[src/rtl/pwm_duty_meter.sv]
// pwm_duty_meter: measures period and high time of an asynchronous PWM input and
// reports duty cycle in permille through a restoring divider, plus a stuck-line timeout.
// Ports: clk, rst (async, active-high), pwm_in (async PWM), duty (permille 0..1000),
// period (clk cycles, 0 after a timeout), duty_valid (1-cycle update strobe),
// stuck (last result was a timeout), overrun (sticky: period dropped while dividing).
// Optional macro PWM_DUTY_METER_DEGLITCH_EN inserts a FILT_LEN-sample stability filter.
module pwm_duty_meter #(
  parameter int CNT_W    = 20,
  parameter int TIMEOUT  = 200000,
  parameter int FILT_LEN = 4
) (
  input  logic             clk,
  input  logic             rst,
  input  logic             pwm_in,
  output logic [9:0]       duty,
  output logic [CNT_W-1:0] period,
  output logic             duty_valid,
  output logic             stuck,
  output logic             overrun
);
  localparam int NW = CNT_W + 10;
  localparam int DW = $clog2(NW);
  if (longint'(TIMEOUT) >= (64'd1 << CNT_W) || FILT_LEN < 1) begin : g_bad_cfg
    $error("pwm_duty_meter: TIMEOUT must be < 2**CNT_W and FILT_LEN >= 1");
  end
  typedef enum logic [1:0] {IDLE, HIGH, LOW} state_t;
  state_t           state_q;
  logic             s1_q, s2_q, prev_q, lvl, rise, fall, tout, busy_q, ge, last;
  logic [CNT_W-1:0] cnt_q, high_q, den_q, rem_q, rem_d;
  logic [CNT_W:0]   trial;
  logic [NW-1:0]    nq_q, nq_d;
  logic [DW-1:0]    dcnt_q;
  logic [9:0]       qsat;
  always_ff @(posedge clk or posedge rst) begin
    if (rst) begin
      s1_q   <= 1'b0;
      s2_q   <= 1'b0;
      prev_q <= 1'b0;
    end else begin
      s1_q   <= pwm_in;
      s2_q   <= s1_q;
      prev_q <= lvl;
    end
  end
`ifdef PWM_DUTY_METER_DEGLITCH_EN
  localparam int FW = $clog2(FILT_LEN + 1);
  logic          filt_q;
  logic [FW-1:0] fcnt_q;
  // the filtered level follows only after FILT_LEN consecutive differing samples
  always_ff @(posedge clk or posedge rst) begin
    if (rst) begin
      filt_q <= 1'b0;
      fcnt_q <= '0;
    end else if (s2_q == filt_q) begin
      fcnt_q <= '0;
    end else if (fcnt_q == FW'(FILT_LEN - 1)) begin
      filt_q <= s2_q;
      fcnt_q <= '0;
    end else begin
      fcnt_q <= fcnt_q + 1'b1;
    end
  end
  assign lvl = filt_q;
`else
  assign lvl = s2_q;
`endif
  always_comb begin
    rise  = lvl & ~prev_q;
    fall  = ~lvl & prev_q;
    // a rising strobe in the timeout cycle takes precedence
    tout  = (cnt_q == CNT_W'(TIMEOUT - 1)) & ~rise;
    trial = {rem_q, nq_q[NW-1]};
    ge    = trial >= {1'b0, den_q};
    // when not ge, trial < den so its top bit is already zero
    rem_d = ge ? CNT_W'(trial - {1'b0, den_q}) : trial[CNT_W-1:0];
    nq_d  = {nq_q[NW-2:0], ge};
    qsat  = (nq_d > NW'(1000)) ? 10'd1000 : nq_d[9:0];
    last  = busy_q & (dcnt_q == DW'(NW - 1));
  end
  always_ff @(posedge clk or posedge rst) begin
    if (rst) begin
      state_q    <= IDLE;
      cnt_q      <= '0;
      high_q     <= '0;
      den_q      <= '0;
      rem_q      <= '0;
      nq_q       <= '0;
      dcnt_q     <= '0;
      busy_q     <= 1'b0;
      duty       <= '0;
      period     <= '0;
      duty_valid <= 1'b0;
      stuck      <= 1'b0;
      overrun    <= 1'b0;
    end else begin
      duty_valid <= 1'b0;
      cnt_q      <= (rise | tout) ? '0 : cnt_q + 1'b1;
      if (tout) begin
        state_q    <= IDLE;
        busy_q     <= 1'b0;
        duty       <= lvl ? 10'd1000 : 10'd0;
        period     <= '0;
        stuck      <= 1'b1;
        duty_valid <= 1'b1;
      end else begin
        if (busy_q) begin
          rem_q  <= rem_d;
          nq_q   <= nq_d;
          dcnt_q <= dcnt_q + 1'b1;
        end
        if (last) begin
          busy_q     <= 1'b0;
          duty       <= qsat;
          period     <= den_q;
          stuck      <= 1'b0;
          duty_valid <= 1'b1;
        end
        case (state_q)
          IDLE: if (rise) state_q <= HIGH;
          HIGH: if (fall) begin
            high_q  <= cnt_q + 1'b1;
            state_q <= LOW;
          end
          LOW: if (rise) begin
            state_q <= HIGH;
            // a divider finishing this cycle is free to take the new period
            if (busy_q && !last) begin
              overrun <= 1'b1;
            end else begin
              busy_q <= 1'b1;
              rem_q  <= '0;
              nq_q   <= NW'(high_q) * NW'(1000);
              den_q  <= cnt_q + 1'b1;
              dcnt_q <= '0;
            end
          end
          default: state_q <= IDLE;
        endcase
      end
    end
  end
endmodule

[config.mk]
export PLATFORM = sky130hd
export DESIGN_NAME = pwm_duty_meter
export DESIGN_NICKNAME = d
export VERILOG_FILES = /design/src/rtl/pwm_duty_meter.sv
export SDC_FILE = /design/constraint.sdc
export NUM_CORES = 1
export LEC_CHECK = 0
export ABC_AREA = 1
export BUFFER_PORTS_ARGS = -buffer_cell sky130_fd_sc_hd__buf_2
export CORE_AREA = 5 5 149 151
export CTS_BUF_LIST = sky130_fd_sc_hd__clkbuf_16
export CTS_CLUSTER_DIAMETER = 50
export DETAILED_ROUTE_END_ITERATION = 12
export DIE_AREA = 0 0 154 156
export GPL_ROUTABILITY_DRIVEN = 0
export HOLD_SLACK_MARGIN = 0.12
export PLACE_DENSITY = 0.77
export RECOVER_POWER = 50
export SETUP_SLACK_MARGIN = 0.2
export SLEW_MARGIN = 20
export SYNTH_ARGS = -nofsm -noshare
export SYNTH_HDL_FRONTEND = slang
export SYNTH_SLANG_ARGS = --single-unit
[constraint.sdc]
create_clock -name clk -period 12 [get_ports clk]
set_input_delay 3.6 -clock clk [delete_from_list [all_inputs] [get_ports clk]]
set_output_delay 3.6 -clock clk [all_outputs]
set_load 0.01 [all_outputs]
# Word level (Yosys, flattened, before mapping)
# Index checks and enable logic that the tools add are counted.
[op_classes]
bitwise = 10
reduce_logical = 9
n_lt_le_gt_ge = 2
n_addsub = 3
eq_ne = 6
n_mul = 1
muxes = 33
[ops]
columns = ["operator", "n"]
rows = [
  ["two-way mux 20 bit", 8],
  ["two-way mux 30 bit", 4],
  ["two-way mux 10 bit", 4],
  ["> comparator 30 x 10 -> 1 bit (second input constant)", 1],
  ["multiplier 20 x 7 -> 27 bit (second input constant)", 1],
  ["greater-or-equal comparator 21 x 20 -> 1 bit", 1],
  ["adder 20 x 1 -> 20 bit (second input constant)", 1],
  ["== test 20 x 18 -> 1 bit (second input constant)", 1],
  ["two-way mux 5 bit", 4],
  ["subtractor 20 bit", 1],
  ["two-way mux 1 bit", 9],
  ["AND reduction 4 bit", 2],
  ["two-way mux 2 bit", 3],
  ["adder 5 x 1 -> 5 bit (second input constant)", 1],
  ["== test 5 bit (second input constant)", 1],
  ["inverter 1 bit", 5],
  ["bitwise AND 1 bit", 4],
  ["one-hot mux 2 bit (2 select lines)", 1],
  ["inequality test 3 x 1 -> 1 bit (second input constant)", 1],
  ["inequality test 3 bit (second input constant)", 1],
  ["AND reduction 3 bit", 1],
  ["== test 2 x 1 -> 1 bit (second input constant)", 1],
  ["== test 2 bit (second input constant)", 1],
  ["zero test 2 bit", 1],
  ["6 further kinds", 6],
]
[totals]
out_inout_bits = 33
regBits = 154
inputBits = 3

# Logic depth before layout (Yosys ltp)
# Gate-level depths: netlist of the first run.
[logic_depth]
depth_word = 8
depth_mapped = 20
ltp_nobuf = 20

# Worst setup path after synthesis of the first run
# OpenSTA, ideal clock, no wires.
[synth_timing]
path_type = "reg2reg"
start = "reg high_q[11]"
end = "reg nq_q[20]"
slack_ns = 7.933
arrival_ns = 4.002
path_stages_with_launch = 18
setup_ns = 0.065
path_buffers = 0
path_cell_list = "dfrtp_1 > inv_1 > fa_1 > fa_1 > inv_1 > fa_1 > inv_1 > fa_1 > inv_1 > ha_1 > a21oi_1 > o21ai_0 > o21bai_1 > a21o_1 > or2_2 > nand3_1 > nand2_1 > nand2_1"
[synth_via]
elab_chain_cells = 4
[synth_lines]
columns = ["item", "line_no", "rtl"]
rows = [
  ["start: declaration", "29", "logic [CNT_W-1:0] cnt_q, high_q, den_q, rem_q, rem_d;"],
  ["start signal: assignment", "121", "high_q <= cnt_q + 1'b1;"],
  ["multiplier 20 x 7 -> 27 bit", "132", "nq_q <= NW'(high_q) * NW'(1000);"],
  ["two-way mux 30 bit", "127", "if (busy_q && !last) begin"],
  ["two-way mux 30 bit", "124", "LOW: if (rise) begin"],
  ["two-way mux 30 bit", "118", "case (state_q)"],
  ["end signal: assignment", "108", "nq_q <= nq_d;"],
  ["end signal: assignment", "132", ""],
  ["end: declaration", "31", "logic [NW-1:0] nq_q, nq_d;"],
]
# No other way between the ends.
# A chain may end at the register's enable or synchronous reset.

# Worst setup path in the final report of the first run
[layout_timing]
start = "reg busy_q"
end = "reg rem_q[1]"
[layout_via]
elab_chain_cells = 6
[layout_lines]
columns = ["item", "line_no", "rtl"]
rows = [
  ["start: declaration", "28", "logic s1_q, s2_q, prev_q, lvl, rise, fall, tout, busy_q, ge, last;"],
  ["start signal: assignment", "89", "busy_q <= 1'b0;"],
  ["start signal: assignment", "100", "busy_q <= 1'b0;"],
  ["start signal: assignment", "112", "busy_q <= 1'b0;"],
  ["bitwise AND 1 bit", "78", "last = busy_q & (dcnt_q == DW'(NW - 1));"],
  ["zero test 1 bit", "127", ""],
  ["logical AND 1 bit", "127", ""],
  ["two-way mux 20 bit", "127", ""],
  ["two-way mux 20 bit", "124", ""],
  ["two-way mux 20 bit (*)", "118", ""],
  ["end signal: assignment", "107", "rem_q <= rem_d;"],
  ["end: declaration", "29", ""],
]
# Every way passes the cells marked *; elsewhere a longest branch is shown, timed or not.

==> reports/metrics.cfg, run 1 <==
[status]
status = complete, but fails checks
violations = max-capacitance violations, max-slew violations

[pwr]
p_total_mw = 2.67
irDropWorstVdd_mv = 0.134
power_density_nw_per_um2 = 203
p_leak_nw = 6.46

[global_routing]
grtUsageMet2_pct = 39.4
grt_pass1_wl_mm = 49.4
grt-ovfl-total = 0
groute.layer.met1.usage_pct = 37.2
grt_max_degree = 79
antenna_found_initial = 0
met3_usage_pct = 3.00
grt_pass1_vias = 9997
grt_usage_pct = 25.0
busiest_layer = met2

[drt]
vias = 10500
via_per_inst = 5.47
wl_mm = 29.2
ant_nets = 0
avgRoutedWirePerCell_um = 15.2
dr.pass1.iters = 7
drc = 0
drt_iter0_drc = 833

[synthesis]
synth_flop_cell = dfrtp_1
ys_ff_latch = 154
yosys_warnings = 0
async_flop_share_pct = 100
synth_cells = 1605
syn_nets = 1763
syn_area_per_cell_um2 = 7.62
seq_area_frac_synth_pct = 31.5
synth_area_um2 = 12200
synth.distinct_cells = 50
synth_edf_count = 0

[critical_path]
crit_required_ns = 12.25
worstPathMaxFanout = 58
slowest_stage = clkbuf_1
crit_top_cell = clkbuf_1
cp_slowest_stage_delay_ns = 1.71
path_class = flip-flop to flip-flop
cp.arrival_ns = 8.06
ff2ff_setup_slack_ns = 4.19
crit_chain = clkbuf_1 > inv_1 > clkbuf_1 > nor2_1 > nor2_4 > clkbuf_1 > inv_1 > nand2_2 > inv_2 > nand3_1 > o21ai_0
startpoint_type = flip-flop
end_kind = flip-flop

[worst_hold_path]
min_path_type = flip-flop to flip-flop

[finish]
antenna_cells = 0
nets = 1782
multi_input_area_um2 = 7170
design_area_um2 = 13100
regArea_um2 = 3850
synthToLayoutAreaGrowth_pct = 7.22
n_fill_cell = 1841
drive_gt1_share_pct = 5.86
final_cells = 1912

[placed_design]
port_buffers = 35
hpwlAfterDp_mm = 22.3
dp.cells = 1880
dpl_cell_area_um2 = 12600

[floorplan]
core_um2 = 20700
placementRows = 53
start_util_pct = 59.1
die_y_um = 156
io_pins = 36
fp.dieArea_um2 = 24000
fp.dieW_um = 154

[sta]
fin_skew_ns = 0.0100
hold_viol = 0
slew_headroom_pct = -121
rsz0062_at_grt = false
setup_tns_ns = 0
setup_viol = 0
worstMarginPinSlew_ns = 3.29
fmax_mhz = 128
fin_crit_sh_pct = 65.1
period_needed_ns = 7.81
slew_viol_final = 232
hold_ws_ns = 0.351

[clock_network]
path_clk_slew_ns = 0.06
cts_tree = built
htreeDepth = 4
max-clock-path-buffers = 2
cts_setup_buffers = 0
cts_num_sinks = 154
cts-root-buf = clkbuf_16
ctsHoldBuffers = 0
numCtsBuffers = 17
clk_latency_ns = 0.43
post_cts_resized = 0

[job]
cap_violations = 4

[worst paths after layout]
check	endpoint	start	cells past startpoint
hold / removal	lvl	s1_q	0
min in group asynchronous	rem_q[4]	rst	2
setup / recovery	rem_q[1]	busy_q	11
max in group asynchronous	high_q[12]	rst	3
setup reg to reg	rem_q[1]	busy_q	11
hold reg to reg	lvl	s1_q	0
[state kept, by name, summed over array words and instances (netlist names), 2 cells and up]
register  count
cnt_q        20
high_q       20
dcnt_q        5
nq_q         30
period       20
duty         10
den_q        20
state_q       2
rem_q        20
[kinds of logic (layout without fill, tap and decap cells)]
logic type               after synthesis  after routing  synth area share, %
XOR/XNOR                              32             32                 2.29
buffers and inverters                292            324                 9.41
adder cells (fa/ha/maj)              155            155                 20.2
flip-flops                           154            154                 31.5
AND/OR/NAND/NOR                      710            710                 25.0
AO/OA/AOI/OAI                        262            262                 11.6
[cells in the mapped netlist (3+ instances only)]
master | count | share of area, %
nor4_1 | 3 | 0.15
a21oi_1 | 84 | 3.4
nand3_2 | 3 | 0.25
nand2_1 | 411 | 13
clkbuf_1 | 16 | 0.49
dfrtp_1 | 154 | 31
nand2_2 | 6 | 0.31
o22ai_1 | 5 | 0.26
a21o_1 | 5 | 0.31
ha_1 | 84 | 8.6
o211ai_1 | 4 | 0.25
fa_1 | 71 | 12
o21ai_1 | 8 | 0.33
nor2_2 | 4 | 0.20
buf_2 | 16 | 0.65
buf_6 | 3 | 0.28
o221ai_1 | 5 | 0.36
nand3_1 | 76 | 3.1
o21bai_1 | 7 | 0.43
buf_4 | 3 | 0.18
xnor2_1 | 9 | 0.64
and2_1 | 3 | 0.15
inv_1 | 248 | 7.6
o21ai_0 | 129 | 5.3
inv_2 | 4 | 0.12
xor2_1 | 23 | 1.6
nor2_1 | 145 | 4.4
nor2_4 | 5 | 0.46
nand4_1 | 22 | 1.1
nor3_1 | 17 | 0.70
or2_2 | 3 | 0.15
[cell type report]
cell class	count	share of cell area, %
Sequential cell	154	29.4
Clock buffer	17	3.24
Multi-Input combinational cell	1159	54.6
Clock inverter	15	1.43
Tap cell	275	2.62
Inverter	253	7.25
Timing Repair Buffer	39	1.48
[where the power goes]
group / internal (mW) / leakage (nW) / switching (mW)
combinational: 0.507 / 4.18 / 0.858
sequential: 0.640 / 1.99 / 0.104
clock: 0.332 / 0.292 / 0.229
[layout by cell type, fill, tap and decap left out, types with 6 or more instances in the layout]
master	Yosys	routed
a21oi_1	84	84
buf_2	16	35
clkbuf_16	0	17
dfrtp_1	154	154
fa_1	71	71
ha_1	84	84
inv_1	248	248
nand2_1	411	412
nand2_2	6	6
nand3_1	76	77
nand4_1	22	25
nor2_1	145	147
nor3_1	17	17
o21ai_0	129	134
o21bai_1	7	7
xnor2_1	9	9
xor2_1	23	23
[critical path: cells and delay by family (launching register included)]
| kind | cells | cell delay [ns] |
|---|---|---|
| DFF | 1 | 0.36 |
| and+or+nand+nor | 4 | 1.70 |
| buffers and inverters | 6 | 5.42 |
| AOI/OAI and AO/OA | 1 | 0.09 |
[per-stage QoR]
step / worst slack, ns / utilization (%)
floorplan: 4.25 / -
global placement: 6.76 / 60.9
detailed placement: 6.77 / 60.9
CTS: 7.21 / 63.9
global route: 3.63 / 63.4
finish: 4.19 / 63.4
[metal layers]
layer | vias up | share of wire (%)
met5 | - | 0
met4 | 0 | 1.9
met3 | 46 | 5.5
met2 | 325 | 45
met1 | 4938 | 47
li1 | 5144 | -
Note: power is estimated with default switching activity, not from simulation.
==> run 2: changes to the inputs <==
==> constraint.sdc (replaced) <==
create_clock -name clk -period 7.75 [get_ports clk]
set_input_delay 2.325 -clock clk [delete_from_list [all_inputs] [get_ports clk]]
set_output_delay 2.325 -clock clk [all_outputs]
set_load 0.01 [all_outputs]
==> reports/metrics.cfg, run 2 (synthesis gave the netlist of run 1 again) <==
[sta]
worstMarginPinSlew_ns = 4.05  ; was 3.29 ns
setup_viol = 0  ; unchanged
fin_crit_sh_pct = 67.4  ; was 65.1%
fin_skew_ns = 0.0150  ; was 0.0100 ns
worst_slack_ns = 2.53  ; was 4.19 ns
slew_viol_final = 188  ; was 232
period_needed_ns = 5.22  ; was 7.81 ns
fmax_mhz = 192  ; was 128 MHz
hold_viol = 0  ; unchanged
slew_headroom_pct = -172  ; was -121%
rsz0062_at_grt = false  ; unchanged
setup_tns_ns = 0  ; unchanged

[pwr]
power.share.sequential_pct = 27.1  ; was 27.8%
comb_power_share_pct = 51.9  ; was 51.1%
p_leak_nw = 6.50  ; was 6.46 nW
irDropWorstVdd_mv = 0.253  ; was 0.134 mV
p_sw_share_pct = 47.2  ; was 44.6%
p_int_mw = 2.24  ; was 1.48 mW
power.share.clock_pct = 21.0  ; about the same
power.switching_mw = 2.00  ; was 1.19 mW
power_density_nw_per_um2 = 322  ; was 203 nW/um2

[finish]
nets = 1782  ; unchanged
largest_reg_flops = 30  ; unchanged
final_cell_mix = 412 x nand2_1, 248 x inv_1, 154 x dfrtp_1  ; unchanged
antenna_cells = 0  ; unchanged
n_fill_cell = 1802  ; was 1841
synthToLayoutAreaGrowth_pct = 7.86  ; was 7.22%
regMostFlops = nq_q  ; unchanged
final_common_cell = nand2_1  ; unchanged
multi_input_area_um2 = 7210  ; was 7170 um2
design_area_um2 = 13200  ; was 13100 um2
drive_gt1_share_pct = 6.41  ; was 5.86%
final_cells = 1912  ; unchanged
utilization_pct = 63.8  ; was 63.4%
regArea_um2 = 3850  ; unchanged

[job]
cap_violations = 3  ; was 4

[clock_network]
ctsHoldBuffers = 0  ; unchanged
post_cts_resized = 0  ; unchanged
path_clk_slew_ns = 0.08  ; was 0.06 ns
htreeDepth = 4  ; unchanged
cts-root-buf = clkbuf_16  ; unchanged
max-clock-path-buffers = 2  ; unchanged
numCtsBuffers = 17  ; unchanged
cts_tree = built  ; unchanged
cts_setup_buffers = 0  ; unchanged
clk_latency_ns = 0.45  ; was 0.43 ns
cts_num_sinks = 154  ; unchanged

[critical_path]
cp_slowest_stage_delay_ns = 1.67  ; was 1.71 ns
worst-path-buf-inv = 5  ; was 6
worstPathMaxFanout = 58  ; unchanged
end_kind = flip-flop  ; unchanged
slowest_stage = clkbuf_1  ; unchanged
startpoint = busy_q  ; unchanged
startpoint_type = flip-flop  ; unchanged
crit_required_ns = 8.11  ; was 12.25 ns
path_class = flip-flop to flip-flop  ; unchanged
cp.arrival_ns = 5.58  ; was 8.06 ns
r2r-start = busy_q  ; unchanged
crit_family = buffers and inverters  ; unchanged
crit_chain = clkbuf_1 > inv_1 > nor2_1 > nor2_4 > buf_4 > inv_1 > nand2_2 > inv_2 > o21ai_0 > o21ai_0  ; was clkbuf_1 > inv_1 > clkbuf_1 > nor2_1 > nor2_4 > clkbuf_1 > inv_1 > nand2_2 > inv_2 > nand3_1 > o21ai_0

[drt]
vias = 10700  ; was 10500
drc = 0  ; unchanged
dr.pass1.iters = 8  ; was 7
via_per_inst = 5.59  ; was 5.47
ant_nets = 0  ; unchanged
drt_iter0_drc = 951  ; was 833
avgRoutedWirePerCell_um = 16.0  ; was 15.2 um
wl_mm = 30.6  ; was 29.2 mm

[global_routing]
busiest_layer = met2  ; unchanged
grt_usage_pct = 26.0  ; was 25.0%
groute.layer.met1.usage_pct = 37.9  ; was 37.2%
antenna_found_initial = 0  ; unchanged
grt_max_degree = 94  ; was 79
met3_usage_pct = 4.60  ; was 3.00%
grt-ovfl-total = 0  ; unchanged
grt_pass1_wl_mm = 50.8  ; was 49.4 mm
grt_pass1_vias = 10200  ; was 9997
grtUsageMet2_pct = 40.3  ; was 39.4%

[floorplan]
core_um2 = 20700  ; unchanged
fp.dieW_um = 154  ; unchanged
io_pins = 36  ; unchanged
die_y_um = 156  ; unchanged
fp.dieArea_um2 = 24000  ; unchanged
placementRows = 53  ; unchanged
start_util_pct = 59.1  ; unchanged

[status]
violations = max-capacitance violations, max-slew violations  ; unchanged
status = complete, but fails checks  ; unchanged

[placed_design]
hpwlAfterDp_mm = 23.0  ; was 22.3 mm
port_buffers = 35  ; unchanged
dpl_cell_area_um2 = 12600  ; unchanged
dp.cells = 1880  ; unchanged
preCtsSetupSlack_ns = 3.10  ; was 6.77 ns

[worst_hold_path]
hp-start = s1_q  ; unchanged
min_path_type = flip-flop to flip-flop  ; unchanged

## run 2: cell count changes in the layout (fill, tap and decap cells not counted), moves of 3 or more
| cell | before | now |
|---|---|---|
| clkinv_8 | 0 | 7 |
| o21ai_0 | 134 | 130 |
| bufinv_16 | 3 | 0 |
| clkinvlp_4 | 3 | 0 |
| inv_12 | 0 | 3 |
## run 2: layout make-up
class                      instances  share of cell area, %
tap                              275                   2.61
clock buffer                      17                   3.22
sequential                       154                   29.2
multi-input combinational       1159                   54.7
timing repair buffer              39                   1.50
inverter                         253                   7.20
clock inverter                    15                   1.62
## run 2: final timing paths
| path | to | depth (start not counted) | slack [ns] |
|---|---|---|---|
| min reg2reg | lvl | 0 | 0.36 |
| max | rem_q[9] | 10 | 2.53 |
| max reg2reg | rem_q[9] | 10 | 2.53 |
| min | lvl | 0 | 0.36 |
| max in group asynchronous | cnt_q[7] | 3 | 2.57 |
| min in group asynchronous | rem_q[13] | 2 | 3.07 |
## run 2: through the flow
stage	hold WS (ns)	total power [mW]
after floorplan	0.331	2.81
after CTS	0.361	4.23
after global routing	0.367	4.60
after detailed placement	0.336	3.31
after global placement	0.334	3.26
final	0.357	4.25
## run 2: layer usage
metal	vias to the layer above	routed length [um]
li1	5156	-
met1	5088	14000
met2	389	13700
met3	54	2250
met4	0	660
met5	-	0
## run 2: power by group through the flow
stage	sequential [mW]	combinational, mW	clock (mW)
6_report	1.15	2.20	0.893
2_1_floorplan	1.13	1.68	0
4_1_cts	1.15	2.18	0.902
5_1_grt	1.18	2.48	0.940
3_3_place_gp	1.15	2.11	0
3_5_place_dp	1.16	2.15	0
==> run 3: changes to the inputs <==
==> constraint.sdc (replaced) <==
create_clock -name clk -period 5.15 [get_ports clk]
set_input_delay 1.545 -clock clk [delete_from_list [all_inputs] [get_ports clk]]
set_output_delay 1.545 -clock clk [all_outputs]
set_load 0.01 [all_outputs]
==> reports/metrics.cfg, run 3 (synthesis gave the netlist of run 1 again) <==
[worst_hold_path]
min_path_cells = 0  ; unchanged
min_path_type = flip-flop to flip-flop  ; unchanged
hp-start = s1_q  ; unchanged

[global_routing]
grt_max_degree = 108  ; was 94
grt_pass1_wl_mm = 51.4  ; was 50.8 mm
grt_pass1_vias = 10300  ; was 10200
antenna_found_initial = 0  ; unchanged
grt-ovfl-total = 0  ; unchanged
grt_usage_pct = 26.1  ; was 26.0%

[clock_network]
clk_latency_ns = 0.44  ; was 0.45 ns
cts_setup_buffers = 0  ; unchanged
max-clock-path-buffers = 2  ; unchanged
numCtsBuffers = 17  ; unchanged
cts-root-buf = clkbuf_16  ; unchanged
htreeDepth = 4  ; unchanged
path_clk_slew_ns = 0.08  ; about the same
cts_tree = built  ; unchanged
cts_num_sinks = 154  ; unchanged
ctsHoldBuffers = 0  ; unchanged

[critical_path]
crit_chain = fa_1 > fa_1 > inv_1 > fa_1 > fa_1 > inv_1 > ha_1 > inv_1 > o21ai_0 > a21oi_2 > o21ai_0 > xor2_1 > nand2_1 > a21oi_1  ; was clkbuf_1 > inv_1 > nor2_1 > nor2_4 > buf_4 > inv_1 > nand2_2 > inv_2 > o21ai_0 > o21ai_0
startpoint_type = flip-flop  ; unchanged
crit_top_cell = fa_1
slowest_stage = dfrtp_1  ; was clkbuf_1
startpoint = high_q[1]  ; was busy_q
path_class = flip-flop to flip-flop  ; unchanged
ff2ff_setup_slack_ns = 0.45  ; was 2.53 ns
ff2ff_path_depth = 14  ; was 10
cp.arrival_ns = 5.06  ; was 5.58 ns
r2r-start = high_q[1]  ; was busy_q
end_kind = flip-flop  ; unchanged
worstPathMaxFanout = 6  ; was 58
crit_required_ns = 5.51  ; was 8.11 ns
cp_slowest_stage_delay_ns = 0.58  ; was 1.67 ns

[drt]
dr.pass1.iters = 6  ; was 8
ant_nets = 0  ; unchanged
wl_mm = 30.3  ; was 30.6 mm
avgRoutedWirePerCell_um = 15.8  ; was 16.0 um
drc = 0  ; unchanged
vias = 10600  ; was 10700
drt_iter0_drc = 964  ; was 951
via_per_inst = 5.54  ; was 5.59

[floorplan]
io_pins = 36  ; unchanged
placementRows = 53  ; unchanged
start_util_pct = 59.1  ; unchanged
die_y_um = 156  ; unchanged
core_um2 = 20700  ; unchanged
fp.dieW_um = 154  ; unchanged
fp.dieArea_um2 = 24000  ; unchanged

[pwr]
p_leak_nw = 6.51  ; was 6.50 nW
power_density_nw_per_um2 = 479  ; was 322 nW/um2
irDropWorstVdd_mv = 0.413  ; was 0.253 mV

[sta]
rsz0062_at_grt = false  ; unchanged
hold_viol = 0  ; unchanged
fmax_mhz = 213  ; was 192 MHz
hold_ws_ns = 0.357  ; about the same
slew_headroom_pct = -80.7  ; was -172%
slew_viol_final = 212  ; was 188
worst_slack_ns = 0.447  ; was 2.53 ns
fin_skew_ns = 0.0122  ; was 0.0150 ns
worstMarginPinSlew_ns = 2.71  ; was 4.05 ns
setup_viol = 0  ; unchanged
period_needed_ns = 4.70  ; was 5.22 ns
fin_crit_sh_pct = 91.3  ; was 67.4%
setup_tns_ns = 0  ; unchanged

[finish]
drive_gt1_share_pct = 6.83  ; was 6.41%
nets = 1786  ; was 1782
utilization_pct = 63.8  ; about the same
antenna_cells = 0  ; unchanged
final_common_cell = nand2_1  ; unchanged
synthToLayoutAreaGrowth_pct = 7.82  ; was 7.86%
final_cell_mix = 412 x nand2_1, 247 x inv_1, 154 x dfrtp_1  ; was 412 x nand2_1, 248 x inv_1, 154 x dfrtp_1
largest_reg_flops = 30  ; unchanged
regMostFlops = nq_q  ; unchanged

[job]
cap_violations = 3  ; unchanged

[status]
violations = max-capacitance violations, max-slew violations  ; unchanged
status = complete, but fails checks  ; unchanged

[placed_design]
preCtsSetupSlack_ns = 0.536  ; was 3.10 ns
port_buffers = 35  ; unchanged
hpwlAfterDp_mm = 22.9  ; was 23.0 mm

-- run 3: per-layer routing --
layer | vias up | global-route usage, % | part of all wire, %
met5 | - | 0 | 0
met4 | 0 | 6.52 | 1.9
met3 | 46 | 3.58 | 6.3
met2 | 388 | 41.1 | 45
met1 | 5018 | 38.5 | 47
li1 | 5159 | - | -
-- run 3: worst paths after layout --
kind	end
max in group asynchronous	high_q[7]
hold / removal	lvl
min in group asynchronous	rem_q[16]
hold reg to reg	lvl
setup reg to reg	nq_q[16]
setup / recovery	nq_q[16]
-- run 3: repair_timing --
item                                    CTS  global route
endpoints found under the setup margin    0             2
resized for setup                         0             1
hold endpoints to repair                  0             0
-- run 3: through the flow --
step	instances	total power, mW	area [um2]
3_3_place_gp	1884	4.92	12600
3_5_place_dp	1884	4.99	12600
2_1_floorplan	1605	4.23	12200
5_1_grt	1916	6.89	13200
6_report	1916	6.33	13200
4_1_cts	1916	6.31	13200
-- run 3: area by class of cell --
| type | instances | area, um2 |
|---|---|---|
| well taps | 275 | 344 |
| multi-input cells | 1159 | 7230 |
| flip-flops and latches | 154 | 3850 |
| repair buffers | 43 | 219 |
| clock inverters | 15 | 173 |
| clock buffers | 17 | 425 |
| inverters | 253 | 951 |
| fillers | 1829 | 7490 |
-- run 3: report_power, final --
| group | internal (mW) | switching, mW |
|---|---|---|
| Combinational | 1.21 | 2.09 |
| Clock | 0.659 | 0.625 |
| Sequential | 1.49 | 0.254 |
| Total | 3.36 | 2.96 |
-- run 3: worst max-delay path, delay by kind of cell, from the launching register on --
kind,cells,cell delay [ns]
adder cells (fa/ha/maj),5,2.46
flip-flops,1,0.58
XOR/XNOR,1,0.20
buffers and inverters,3,0.20
AND/OR/NAND/NOR,1,0.09
AO/OA/AOI/OAI,4,1.07
